[src/rtl/column_span_writer.sv]
// Column span rasteriser: takes one vertical span at a time and emits
// one framebuffer pixel write per cycle, then handshakes frame completion.
module column_span_writer #(
  parameter int SCREEN_W = 320,
  parameter int SCREEN_H = 240,
  parameter int COLOR_W  = 8
) (
  input  logic               Clk,
  input  logic               Reset,
  input  logic               span_valid,
  output logic               span_ready,
  input  logic [8:0]         span_x,
  input  logic [7:0]         span_ytop,
  input  logic [7:0]         span_ybot,
  input  logic [COLOR_W-1:0] span_color,
  input  logic               span_last,
  output logic [16:0]        coords_out,
  output logic [COLOR_W-1:0] color_out,
  output logic               framebuffer_we,
  output logic               render_done,
  input  logic               render_ack,
  output logic [16:0]        pixel_count
);

  typedef enum logic [1:0] {
    IDLE,
    FILL,
    DONE
  } state_e;

  localparam logic [7:0]  YMAX    = 8'(SCREEN_H - 1);
  localparam logic [16:0] CNT_MAX = '1;

  state_e             state_q, state_d;
  logic [16:0]        coords_q, coords_d;
  logic [COLOR_W-1:0] color_q, color_d;
  logic [7:0]         ybot_q, ybot_d;
  logic               last_q, last_d;
  logic               we_q, we_d;
  logic [16:0]        cnt_q, cnt_d;

  logic [7:0] ybot_c;
  logic       empty;

  assign ybot_c = (span_ybot > YMAX) ? YMAX : span_ybot;
  assign empty  = (32'(span_x) >= 32'(SCREEN_W)) || (ybot_c < span_ytop);

  always_comb begin
    state_d  = state_q;
    coords_d = coords_q;
    color_d  = color_q;
    ybot_d   = ybot_q;
    last_d   = last_q;
    we_d     = 1'b0;
    cnt_d    = cnt_q;
    if (we_q && cnt_q != CNT_MAX)
      cnt_d = cnt_q + 17'd1;
    unique case (state_q)
      IDLE: begin
        if (span_valid) begin
          ybot_d = ybot_c;
          last_d = span_last;
          if (empty) begin
            state_d = span_last ? DONE : IDLE;
          end else begin
            coords_d = {span_x, span_ytop};
            color_d  = span_color;
            we_d     = 1'b1;
            state_d  = FILL;
          end
        end
      end
      FILL: begin
        // coords_q holds the pixel being written this cycle
        if (coords_q[7:0] == ybot_q) begin
          state_d = last_q ? DONE : IDLE;
        end else begin
          coords_d[7:0] = coords_q[7:0] + 8'd1;
          we_d          = 1'b1;
        end
      end
      DONE: begin
        if (render_ack) begin
          state_d = IDLE;
          cnt_d   = '0;
        end
      end
      default: state_d = IDLE;
    endcase
  end

  always_ff @(posedge Clk or posedge Reset) begin
    if (Reset) begin
      state_q  <= IDLE;
      coords_q <= '0;
      color_q  <= '0;
      ybot_q   <= '0;
      last_q   <= 1'b0;
      we_q     <= 1'b0;
      cnt_q    <= '0;
    end else begin
      state_q  <= state_d;
      coords_q <= coords_d;
      color_q  <= color_d;
      ybot_q   <= ybot_d;
      last_q   <= last_d;
      we_q     <= we_d;
      cnt_q    <= cnt_d;
    end
  end

  assign span_ready     = (state_q == IDLE) && !Reset;
  assign render_done    = (state_q == DONE);
  assign framebuffer_we = we_q;
  assign coords_out     = coords_q;
  assign color_out      = color_q;
  assign pixel_count    = cnt_q;

endmodule

[config.mk]
export PLATFORM = sky130hd
export DESIGN_NAME = column_span_writer
export DESIGN_NICKNAME = d
export VERILOG_FILES = /design/src/rtl/column_span_writer.sv
export SDC_FILE = /design/constraint.sdc
export NUM_CORES = 1
export LEC_CHECK = 0
export BUFFER_PORTS_ARGS = -buffer_cell sky130_fd_sc_hd__buf_2
export CORE_UTILIZATION = 40
export CTS_CLUSTER_SIZE = 40
export DETAILED_ROUTE_END_ITERATION = 12
export PLACE_DENSITY_LB_ADDON = 0.1
export RECOVER_POWER = 100
export SLEW_MARGIN = 5
export SYNTH_ARGS = -nofsm -noshare
export SYNTH_HDL_FRONTEND = slang
export SYNTH_SLANG_ARGS = --single-unit
[constraint.sdc]
create_clock -name Clk -period 3 [get_ports Clk]
set_input_delay 0.45 -clock Clk [delete_from_list [all_inputs] [get_ports Clk]]
set_output_delay 0.45 -clock Clk [all_outputs]
set_load 0.01 [all_outputs]
==> results.py <==
metrics = {
    "outcome": {
        "status": "finished, final reports clean",
    },
    "yosys": {
        "synth_nets": 345,
        "postSynthAreaPerCell_sq_um": 9.44,
        "synth_edf_count": 0,
        "synthFlopType": "dfrtp_1",
        "yosysWarnings": 0,
        "synthesis.area_sq_um": 2800,
        "synth_top_area_share_pct": 48.2,
        "synth_area_leaders": "dfrtp_1, nand2_1, xor2_1",
        "netlist_instances": 297,
        "yosys_register_bits": 54,
        "synthArstFlopShare_pct": 100,
        "seq_area_frac_synth_pct": 48.2,
        "yosysTopAreaCell": "dfrtp_1",
        "synthDistinctLibCells": 49,
    },
    "worst_setup_path": {
        "worstReg2RegStart": "state_q[0]$_DFFE_PP0P_",
        "r2r_setup_slack_ns": 0.47,
        "end_kind": "register",
        "cp.required_ns": 3.21,
        "crit_path_max_fanout": 29,
        "rr_worst_depth": 7,
        "startpoint_type": "register",
        "reg2reg_to": "coords_out[3]$_DFFE_PP0P_",
        "crit_type": "reg2reg",
        "worstPathArrival_ns": 2.74,
    },
    "floorplanning": {
        "ios": 83,
        "rows": 30,
        "die_area_sq_um": 7350,
        "coreArea_sq_um": 6790,
        "start_util_pct": 41.3,
        "die_w_um": 85.7,
        "dieHeight_um": 85.7,
    },
    "routing": {
        "drt_iter0_markers": 94,
        "routedWlPerCell_um": 13.4,
        "vias_per_cell": 4.84,
        "ant_nets": 0,
        "drc": 0,
        "first_pass_iters": 6,
        "via_count": 2324,
        "wl_mm": 6.42,
    },
    "timing": {
        "setup_violations": 0,
        "fmax_mhz": 396,
        "skew_ns": 0.0140,
        "holdWs_ns": 0.319,
        "setup_tns_ns": 0,
        "worstMarginPinSlew_ns": 1.24,
        "fin_crit_sh_pct": 84.2,
        "rsz0062_at_grt": "no",
        "maxSlewHeadroom_pct": 17.1,
        "hold_viol": 0,
        "period_minus_slack_ns": 2.53,
        "slew_viol_final": 0,
    },
    "clock_tree": {
        "cts_hold_buf": 0,
        "numCtsBuffers": 5,
        "htreeDepth": 2,
        "clk_pin_slew_ns": 0.11,
        "cts_tree": "done",
        "clk-insertion-delay-late_ns": 0.31,
        "cts_resized": 0,
        "cts_setup_buffers": 0,
        "numClockSinks": 54,
        "root_buffer": "clkbuf_8",
        "clockBufferDepth": 2,
    },
    "global_route": {
        "grt_pass1_wl_mm": 10.9,
        "first_global_vias": 2204,
        "grt_max_degree": 32,
        "track_usage_pct": 18.9,
        "grt.overflow.total": 0,
        "antenna_found_initial": 0,
    },
    "finish": {
        "multi_input_area_sq_um": 1320,
        "final-seq-area_sq_um": 1350,
        "diodes": 0,
        "synthToLayoutAreaGrowth_pct": 19.2,
        "final_common_cell": "nand2_1",
        "final_cell_mix": "nand2_1, dfrtp_1, clkbuf_1",
        "fillers": 692,
        "layout-drive-gt1-share_pct": 15.1,
        "finalNetCount": 431,
    },
    "power_and_ir_drop": {
        "power.density_nw_per_um2": 400,
        "vdd_drop_max_mv": 0.163,
        "power.leakage_nw": 1.58,
    },
    "worst_hold_path": {
        "whs_path_depth": 3,
        "holdPathEnd": "coords_out[13]$_DFFE_PP0P_",
        "hp-start": "span_x[5]",
        "min_path_type": "in2reg",
    },
    "place": {
        "place_congestion": 0.844,
        "dp_hpwl_mm": 4.78,
        "port_buffers": 82,
    },
    "run": {
        "drv_cap": 0,
    },
}
-- Yosys cell counts (3+ instances only) --
| cell type | number |
|---|---|
| a21oi_1 | 3 |
| and2_1 | 4 |
| and3_1 | 5 |
| clkbuf_1 | 3 |
| dfrtp_1 | 54 |
| ha_1 | 10 |
| inv_1 | 12 |
| mux2_2 | 4 |
| nand2_1 | 79 |
| nand2b_1 | 5 |
| nand3_1 | 11 |
| nand4_1 | 6 |
| nor2_1 | 22 |
| nor2b_1 | 3 |
| nor3_1 | 5 |
| nor4_1 | 4 |
| o21ai_0 | 5 |
| or2b_1 | 3 |
| xnor2_1 | 4 |
| xor2_1 | 19 |
-- metal layers --
layer,share of wire [%],GRT usage [%],vias up,routed length [um]
met5,0,0,-,0
met4,0.86,5.45,0,55
met3,4.4,3.56,4,281
met2,44,29.2,57,2820
met1,51,27.2,1087,3270
li1,-,-,1176,-
-- final cells by class --
class / count / area share [%]
multi-input combinational: 222 / 39.5
tap: 96 / 3.59
inverter: 12 / 1.35
sequential: 54 / 40.4
clock inverter: 2 / 1.16
clock buffer: 6 / 2.47
timing repair buffer: 88 / 11.5
-- where the power goes --
part	switching (mW)	internal, mW	total [mW]
clock	0.254	0.275	0.529
combinational	0.0467	0.0340	0.0807
sequential	0	0.727	0.727
total	0.301	1.04	1.34
-- logic make-up (layout without fill, tap and decap cells) --
group	Yosys count	in the layout	share of synthesized area, %
AOI/OAI and AO/OA	29	29	8.52
xor gates and xnor gates	23	23	7.18
adders and majority gates	10	10	4.46
buffers and inverters	21	108	3.88
DFF	54	54	48.2
muxes	5	5	1.96
and+or+nand+nor	155	155	25.8
-- registers in the layout, indices dropped and copies added, names as in the netlist --
register	flops
coords_out	17
pixel_count	17
color_out	8
ybot_q	8
state_q	2
framebuffer_we	1
last_q	1
-- worst max path at each step --
stage                                         from  slack (ns)  cells past startpoint                   endpoint
after floorplan           pixel_count[0]$_DFF_PP0_        0.67                     11  pixel_count[11]$_DFF_PP0_
after global placement                span_ybot[7]        0.35                     10  coords_out[3]$_DFFE_PP0P_
after detailed placement              span_ybot[7]        0.30                     10  coords_out[3]$_DFFE_PP0P_
after CTS                             span_ybot[7]        0.64                     10  coords_out[3]$_DFFE_PP0P_
after global routing        state_q[0]$_DFFE_PP0P_        0.26                      7  coords_out[3]$_DFFE_PP0P_
final                       state_q[0]$_DFFE_PP0P_        0.47                      7  coords_out[3]$_DFFE_PP0P_
-- worst max-delay path, stage by stage, from the launching register on --
cell and delay [ns]:
dfrtp_1 0.49, nor2_1 0.20, and2_0 0.15, clkbuf_1 0.45, nand2_1 0.17, or3_4 0.58
o311a_1 0.16, a211o_1 0.22
-- stage by stage --
step,setup WS [ns],std cells,utilization [%],area [sq um],total power [mW]
finish,0.475,480,49.2,3340,1.34
global route,0.263,480,49.2,3340,1.40
CTS,0.644,480,50.6,3440,1.35
detailed placement,0.297,472,48.8,3320,0.826
global placement,0.348,472,48.8,3320,0.825
floorplan,0.666,297,-,2800,0.784
No activity file was read; power rests on OpenSTA's default activity.
